$ cat config.mk
export PLATFORM = sky130hd
export DESIGN_NAME = pe_output_packer
export DESIGN_NICKNAME = d
export VERILOG_FILES = /design/src/rtl/pe_output_packer.sv
export SDC_FILE = /design/constraint.sdc
export NUM_CORES = 1
export LEC_CHECK = 0
export BUFFER_PORTS_ARGS = -buffer_cell sky130_fd_sc_hd__buf_4
export CAP_MARGIN = 0
export CORE_MARGIN = 2
export CORE_UTILIZATION = 30
export CTS_CLUSTER_DIAMETER = 60
export DETAILED_ROUTE_END_ITERATION = 10
export SLEW_MARGIN = 5
export SYNTH_ARGS = -nofsm -noshare
export SYNTH_HDL_FRONTEND = slang
export SYNTH_SLANG_ARGS = --single-unit
$ cat constraint.sdc
create_clock -name clk -period 2 [get_ports clk]
set_input_delay 0.1 -clock clk [delete_from_list [all_inputs] [get_ports clk]]
set_output_delay 0.1 -clock clk [all_outputs]
set_load 0.03 [all_outputs]
$ cat src/rtl/pe_output_packer.sv
// Writeback packer: snapshots PE outputs, truncates to layer precision and packs them LSB-first into 32-bit words.
// Optional PACKER_BYTE_MASK_EN adds a mem_be byte-enable output for partial final words.
module pe_output_packer #(
  parameter int NUM_PE         = 8,
  parameter int ACC_DATA_WIDTH = 32,
  parameter int MEM_DATA_WIDTH = 32,
  parameter int ADDR_WIDTH     = 12
) (
  input  logic                             clk,
  input  logic                             reset,
  input  logic [1:0]                       PRECISION,
  input  logic                             capture,
  input  logic [NUM_PE*ACC_DATA_WIDTH-1:0] pe_out,
  input  logic [ADDR_WIDTH-1:0]            base_addr,
  input  logic                             clear_overrun,
  output logic                             mem_req,
  output logic [ADDR_WIDTH-1:0]            mem_addr,
  output logic [MEM_DATA_WIDTH-1:0]        mem_wdata,
  input  logic                             mem_gnt,
  output logic                             busy,
  output logic                             done,
`ifdef PACKER_BYTE_MASK_EN
  output logic [3:0]                       mem_be,
`endif
  output logic                             overrun
);

  // state | meaning
  // IDLE  | waiting for capture
  // PACK  | one element per cycle into the current slot
  // WRITE | mem_req high, word held until mem_gnt
  // DONE  | one-cycle done pulse
  typedef enum logic [1:0] {IDLE, PACK, WRITE, DONE} state_t;

  localparam int EW = $clog2(NUM_PE + 1);

  state_t                           state, state_nxt;
  logic [NUM_PE*ACC_DATA_WIDTH-1:0] snap_q;
  logic [1:0]                       prec_q;
  logic [ADDR_WIDTH-1:0]            addr_q;
  logic [EW-1:0]                    elem_q;
  logic [3:0]                       slot_q;
  logic [MEM_DATA_WIDTH-1:0]        word_q;
  logic                             overrun_q;

  logic [3:0]                       slot_last;
  logic [7:0]                       elem_raw;
  logic [7:0]                       elem_mask;
  logic [4:0]                       elem_sh;
  logic [MEM_DATA_WIDTH-1:0]        elem_word;
  logic                             last_elem;
  logic                             pack_to_write;
  logic                             all_packed;

  // Precision decode: slot_last = E-1, elem_sh = slot*w
  always_comb begin
    slot_last = 4'd7;
    elem_mask = 8'h0F;
    elem_sh   = {slot_q[2:0], 2'b00};
    case (prec_q)
      2'd0: begin
        slot_last = 4'd3;
        elem_mask = 8'hFF;
        elem_sh   = {slot_q[1:0], 3'b000};
      end
      2'd2: begin
        slot_last = 4'd15;
        elem_mask = 8'h03;
        elem_sh   = {slot_q, 1'b0};
      end
      default: begin
        slot_last = 4'd7;
        elem_mask = 8'h0F;
        elem_sh   = {slot_q[2:0], 2'b00};
      end
    endcase
    elem_raw      = 8'(snap_q >> (32'(elem_q) * ACC_DATA_WIDTH));
    elem_word     = MEM_DATA_WIDTH'(elem_raw & elem_mask) << elem_sh;
    last_elem     = (elem_q == EW'(NUM_PE - 1));
    pack_to_write = (slot_q == slot_last) || last_elem;
    all_packed    = (elem_q == EW'(NUM_PE));
  end

  always_ff @(posedge clk or negedge reset) begin
    if (!reset) state <= IDLE;
    else        state <= state_nxt;
  end

  always_comb begin
    state_nxt = state;
    mem_req   = 1'b0;
    busy      = 1'b1;
    done      = 1'b0;
    case (state)
      IDLE: begin
        busy = 1'b0;
        if (capture) state_nxt = PACK;
      end
      PACK: begin
        if (pack_to_write) state_nxt = WRITE;
      end
      WRITE: begin
        mem_req = 1'b1;
        if (mem_gnt) state_nxt = all_packed ? DONE : PACK;
      end
      DONE: begin
        done      = 1'b1;
        state_nxt = IDLE;
      end
      default: state_nxt = IDLE;
    endcase
  end

  always_ff @(posedge clk or negedge reset) begin
    if (!reset) begin
      snap_q <= '0;
      prec_q <= '0;
      addr_q <= '0;
      elem_q <= '0;
      slot_q <= '0;
      word_q <= '0;
    end else begin
      case (state)
        IDLE: begin
          if (capture) begin
            snap_q <= pe_out;
            prec_q <= PRECISION;
            addr_q <= base_addr;
            elem_q <= '0;
            slot_q <= '0;
            word_q <= '0;
          end
        end
        PACK: begin
          word_q <= word_q | elem_word;
          elem_q <= elem_q + 1'b1;
          if (!pack_to_write) slot_q <= slot_q + 1'b1;
        end
        WRITE: begin
          if (mem_gnt) begin
            addr_q <= addr_q + 1'b1;
            word_q <= '0;
            slot_q <= '0;
          end
        end
        default: ;
      endcase
    end
  end

  // A rejected capture sets overrun even when clear_overrun is asserted alongside it
  always_ff @(posedge clk or negedge reset) begin
    if (!reset)                          overrun_q <= 1'b0;
    else if (capture && state != IDLE)   overrun_q <= 1'b1;
    else if (clear_overrun)              overrun_q <= 1'b0;
  end

`ifdef PACKER_BYTE_MASK_EN
  logic [3:0] be_q;

  always_ff @(posedge clk or negedge reset) begin
    if (!reset) begin
      be_q <= '0;
    end else if (state == IDLE && capture) begin
      be_q <= '0;
    end else if (state == PACK) begin
      be_q <= be_q | (4'b0001 << elem_sh[4:3]);
    end else if (state == WRITE && mem_gnt) begin
      be_q <= '0;
    end
  end

  assign mem_be = be_q;
`endif

  assign mem_addr  = addr_q;
  assign mem_wdata = word_q;
  assign overrun   = overrun_q;

endmodule

==> results.txt, run 1 <==
FF+latch area: 0.00303 mm²
WP data required: 2340 ps
Layout Nets: 1003
Number of synthesized flops with an enable pin: 0
Fillers: 1786
Final WL: 15900 µm
Max Fclk: 519 MHz
Die footprint: 0.0208 mm²
Layout area overhead: 47.3%
CTS Buf Count: 17
Avg Cell Area, Syn: 11.7 µm²
Share of cells above drive strength 1: 0.388
CP arrival: 2260 ps
First-pass GRT wire length: 25300 µm
Status: finished clean
Pwr dens: 1690 mW/mm²
CP max FO: 14
Multi-input gate area: 0.00270 mm²
Vias per cell: 4.82
Sequential fraction of the synthesis area: 0.513
Crit end category: flip-flop
Setup TNS: 0 ps
Initial antenna violation count: 0
Die H: 144 µm
Initial drt markers: 214
Synth unique cells: 58
Place WS: -4.45 ps
Final Util: 0.448
Clock transition at the registers of the reported paths: 60 ps
Ys async rst share: 1.00
Hold slack: 9.42 ps
Synthesized cell area: 0.00591 mm²
Port bufs: 130
Row count: 51
Total core area: 0.0194 mm²
Clk_skew: 6.97 ps
Cells after Synth: 506
Worst-case clock buffer depth: 2
Max Cap Viol: 0
PnR worst setup slack: 73.3 ps
Register bit count reported by yosys: 121
CTS tree: yes
Clock H-tree levels: 4
I/O Pins: 323
Vias in the first global route: 4930
Fin crit share: 0.963
Initial core utilization: 0.305
VDD IR max: 0.742 mV
Post-DP HPWL: 10900 µm
Root Buffer: clkbuf_16
Fin crit period: 1930 ps
# DRC: 0
Total track usage: 0.157
Synth Warn #: 0
Total power: 14700 µW
Clk_lat worst skew: 420 ps
Syn nets: 785
Crit path launch type: flip-flop
RSZ-0062 raised after global routing: true
DRT Pass-1 Iters: 5
Die width: 144 µm
Routed Antenna Nets: 0
Setup CP Type: reg -> reg
Clock sinks: 121
DR WL/cell: 15.9 µm
RePlAce Congestion: 0.847
Hold WC Path Type: in -> reg
Slew Limit Fails: 0
Pin count of the biggest net entering global routing: 122
Final number of setup-violating endpoints: 0
Final hold vios: 0
Via count: 4830
Relative slew slack: 0.544
Worst-Margin Slew: 684 ps
Most common flop cell mapped by yosys: dfrtp_1
Grt total ovfl: 0
Leakage: 0.00382 µW
Number of inserted diodes: 0
worst paths after layout:
path	from	to	slack, ps	cells past startpoint
worst max-delay path	elem_q[0]	mem_wdata[24]	70	6
worst max register to register	elem_q[0]	mem_wdata[24]	70	6
worst min-delay path	base_addr[8]	mem_addr[8]	9	3
min in group asynchronous	reset	mem_wdata[0]	310	3
max in group asynchronous	reset	elem_q[2]	1110	3
worst min register to register	mem_wdata[3]	mem_wdata[3]	490	2
synthesized netlist by cell type, types with 3 or more instances:
library cell,number,share of area
nand2b_1,4,0.0042
o21ai_1,4,0.0034
o22ai_1,11,0.012
nor4_1,5,0.0053
mux4_2,4,0.015
nand3_1,13,0.011
buf_4,5,0.0064
ha_1,4,0.0085
nor3_4,3,0.0083
nor2_1,39,0.025
nand4_1,5,0.0053
o21ai_0,24,0.020
and2_1,3,0.0032
a22oi_1,3,0.0038
mux2_2,74,0.14
dfrtp_1,121,0.51
inv_1,9,0.0057
nor2b_1,10,0.011
mux2i_1,21,0.036
a21oi_1,43,0.036
buf_2,11,0.0093
nand2_1,29,0.018
clkbuf_1,11,0.0070
sequential cells by signal, indices dropped and copies added, names as in the netlist:
| signal | flops |
|---|---|
| snap_q | 64 |
| slot_q | 4 |
| elem_q | 4 |
| mem_wdata | 32 |
| prec_q | 2 |
| overrun | 1 |
| state | 2 |
| mem_addr | 12 |
metal layers:
metal / share of wire / global-route usage / vias up
met4: 0.011 / 0.0496 / 0
li1: - / - / 2284
met2: 0.47 / 0.256 / 167
met5: 0 / 0 / -
met3: 0.065 / 0.0523 / 14
met1: 0.46 / 0.198 / 2365
layout make-up:
type                            count  share of cell area
Clock buffer                       21              0.0541
Clock inverter                     11              0.0193
Inverter                            9             0.00388
Multi-Input combinational cell    346               0.310
Sequential cell                   121               0.348
Tap cell                          265              0.0381
Timing Repair Buffer              229               0.226
placed cells by master, fill, tap and decap left out, types with 4 or more instances in the layout:
cell type,netlist,routed
nand2_1,29,29
o22ai_1,11,10
nor2_1,39,38
nor2b_1,10,10
o21ai_0,24,24
nor4_1,5,5
inv_1,9,9
bufinv_16,0,4
ha_1,4,4
dfrtp_1,121,120
nand4_1,5,5
a21oi_1,43,43
mux2i_1,21,19
o21ai_1,4,4
mux4_2,4,4
nand2b_1,4,4
buf_4,5,149
nand3_1,13,13
mux2_2,74,74
buf_12,0,5
dlygate4sd3_1,0,75
clkbuf_16,0,17
power by group:
group	switching (µW)	leakage [µW]	internal, µW
Sequential	911	0.00148	3590
Combinational	3640	0.00203	3240
Clock	1120	0.000309	2180
Total	5670	0.00382	9010
per-stage QoR:
stage,cells,cell area (µm²)
4_1_cts,1000,8670
6_report,1002,8700
3_5_place_dp,893,7280
5_1_grt,1002,8700
2_1_floorplan,506,5910
3_3_place_gp,893,7280
kinds of logic after synthesis:
group           after synthesis  share of synthesized area
fa+ha+maj                     4                    0.00847
flops                       121                      0.513
mux                         103                      0.208
compound gates              108                      0.114
simple gates                130                      0.120
buf+inv                      39                     0.0347
xor+xnor                      1                    0.00148
repair_timing:
item | 4_1_cts | 5_1_grt
setup buffers | 0 | 2
endpoints found under the hold margin | 194 | 0
hold buffers | 75 | 0
setup endpoints to repair | 3 | 23
gates resized for setup | 0 | 5
pin swaps | 1 | 4
worst max-delay path, stage by stage, from the launching register on:
cell	delay (ps)
dfrtp_1	410
buf_12	170
mux2i_1	120
mux4_2	610
nor3_4	270
a21oi_1	130
nor2_1	140
No activity file was read; power rests on OpenSTA's default activity.
==> inputs of run 2 (changes only) <==
--- a/config.mk
+++ b/config.mk
@@ -10,6 +10,7 @@
 export CORE_MARGIN = 2
 export CORE_UTILIZATION = 30
 export CTS_CLUSTER_DIAMETER = 60
+export CTS_CLUSTER_SIZE = 20
 export DETAILED_ROUTE_END_ITERATION = 10
 export SLEW_MARGIN = 5
 export SYNTH_ARGS = -nofsm -noshare
==> constraint.sdc (replaced) <==
create_clock -name clk -period 1.7 [get_ports clk]
set_input_delay 0.085 -clock clk [delete_from_list [all_inputs] [get_ports clk]]
set_output_delay 0.085 -clock clk [all_outputs]
set_load 0.03 [all_outputs]
==> results.txt, run 2 (same netlist as run 1, synthesis figures left out) <==
Pin count of the biggest net entering global routing: 63 (-48%)
Reg2Reg Depth: 7 (+1)
Fin crit period: 1880 ps (-43.8 ps)
WP data required: 2050 ps (-290 ps)
Initial antenna violation count: 0 (unchanged)
RSZ-0062 raised after global routing: true
Grt total ovfl: 0 (unchanged)
CP arrival: 2230 ps (-30 ps)
Relative slew slack: 0.602 (+0.0585)
Most frequent cells in the layout: 175 x buf_4, 117 x dfrtp_1, 78 x dlygate4sd3_1
Port bufs: 130 (unchanged)
Final number of setup-violating endpoints: 79 (+79)
Clock transition at the registers of the reported paths: 50 ps (about the same)
Clk_skew: 10.8 ps (+3.80 ps)
DRT Pass-1 Iters: 4 (-1)
PnR worst setup slack: -183 ps (-256 ps)
Clk_lat worst skew: 420 ps (about the same)
Place WS: -231 ps (-226 ps)
Max Cap Viol: 0 (unchanged)
Vias in the first global route: 5323 (+8.0%)
Die H: 144 µm (unchanged)
# DRC: 0 (unchanged)
Via count: 5159 (+6.8%)
R2R Path End: mem_wdata[23]
Placed insts: 924 (+3.5%)
Number of inserted diodes: 0 (unchanged)
DR WL/cell: 17.9 µm (+12%)
R2r setup slk: -180 ps (-260 ps)
CTS Buf Count: 17 (unchanged)
I/O Pins: 323 (unchanged)
Layout area overhead: 67.1%
Clock H-tree levels: 4 (unchanged)
Layout Cells excl Fill: 1061 (+5.9%)
Clock sinks: 121 (unchanged)
Leading cell type in the layout, fill and taps excluded: buf_4
Top reg by flops: snap_q
RePlAce Congestion: 0.879 (+3.7%)
Setup CP Type: reg -> reg
Failing checks: setup timing
CTS tree: yes
Routed Antenna Nets: 0 (unchanged)
First-pass GRT wire length: 27900 µm (+10%)
Hold WC Path Type: in -> async
Crit path launch type: flip-flop
Share of cells above drive strength 1: 0.484 (+0.0956)
Post-DP Area: 0.00755 mm² (+3.7%)
Initial core utilization: 0.305 (unchanged)
Status: complete, but fails checks
Worst-Margin Slew: 595 ps (-88.8 ps)
Fin area: 0.00987 mm² (+13%)
Root Buffer: clkbuf_16
Final WL: 19000 µm (+19%)
Total core area: 0.0194 mm² (unchanged)
Worst-case clock buffer depth: 2 (unchanged)
Largest register FFs: 64 (unchanged)
Leakage: 0.00443 µW (+16%)
Die footprint: 0.0208 mm² (unchanged)
Slew Limit Fails: 0 (unchanged)
Pwr dens: 2020 mW/mm² (+19%)
Total track usage: 0.172 (+0.0146)
R2R Path Start: elem_q[1]
Max Fclk: 531 MHz (+2.3%)
Vias per cell: 4.86 (+0.87%)
Row count: 51 (unchanged)
Post-DP HPWL: 12100 µm (+11%)
Final hold vios: 0 (unchanged)
VDD IR max: 1.03 mV (+38%)
Crit end category: flip-flop
Layout Nets: 1062 (+5.9%)
Fin crit share: 1.11 (+0.144)
Die width: 144 µm (unchanged)
Initial drt markers: 266 (+24%)
Fillers: 1685 (-5.7%)
CP max FO: 7 (-7)
-- run 2: worst max-delay path by stage --
stage,from,to,slack (ps),depth (start not counted)
after floorplan,elem_q[1],mem_wdata[14],10,7
after global placement,elem_q[0],mem_wdata[29],-140,7
after detailed placement,elem_q[0],mem_wdata[29],-230,7
after CTS,elem_q[1],mem_wdata[28],-190,5
after global routing,elem_q[1],mem_wdata[14],-260,5
final,elem_q[1],mem_wdata[23],-180,7
-- run 2: layout make-up --
type / count / area, µm² / share of cell area
Clock inverter: 11 / 121 / 0.0123
Inverter: 9 / 33.8 / 0.00342
Clock buffer: 21 / 470 / 0.0477
Tap cell: 265 / 332 / 0.0336
Sequential cell: 121 / 3030 / 0.307
Multi-Input combinational cell: 346 / 3160 / 0.320
Timing Repair Buffer: 288 / 2720 / 0.275
-- run 2: metal layers --
metal | wire length, µm | up-vias | global-route usage
li1 | - | 2401 | -
met1 | 8300 | 2573 | 0.225
met2 | 9500 | 166 | 0.288
met3 | 975 | 19 | 0.0348
met4 | 222 | 0 | 0.0521
met5 | 0 | - | 0
-- run 2: stage by stage --
stage / utilization / hold WS (ps) / TNS [ps] / total power [µW]
finish: 0.509 / 23.7 / -7580 / 19900
global route: 0.509 / 39.7 / -13930 / 20900
CTS: 0.475 / 3.28 / -4850 / 18300
detailed placement: 0.389 / -98.0 / -5040 / 13800
global placement: 0.389 / -99.5 / -2790 / 13500
floorplan: - / -211 / 0 / 10600
-- run 2: critical path, stage by stage (launching register included) --
cell     delay (ps)
dfrtp_1         410
buf_12          160
mux2i_1         110
mux4_2          600
buf_6           170
nor2_4          180
nor4_2           80
nor2_1          100
-- run 2: repair_timing --
item / in CTS / in global routing
hold buffers: 78 / 0
setup buffers: 7 / 15
endpoints found under the hold margin: 197 / 0
resized for setup: 40 / 110
cloned: 3 / 6
endpoints found under the setup margin: 89 / 98
pin swaps: 12 / 20
-- run 2: where the power goes --
group / switching, µW / internal [µW] / leakage, µW
sequential: 1160 / 4240 / 0.00148
combinational: 5180 / 5760 / 0.00268
clock: 1300 / 2260 / 0.000277
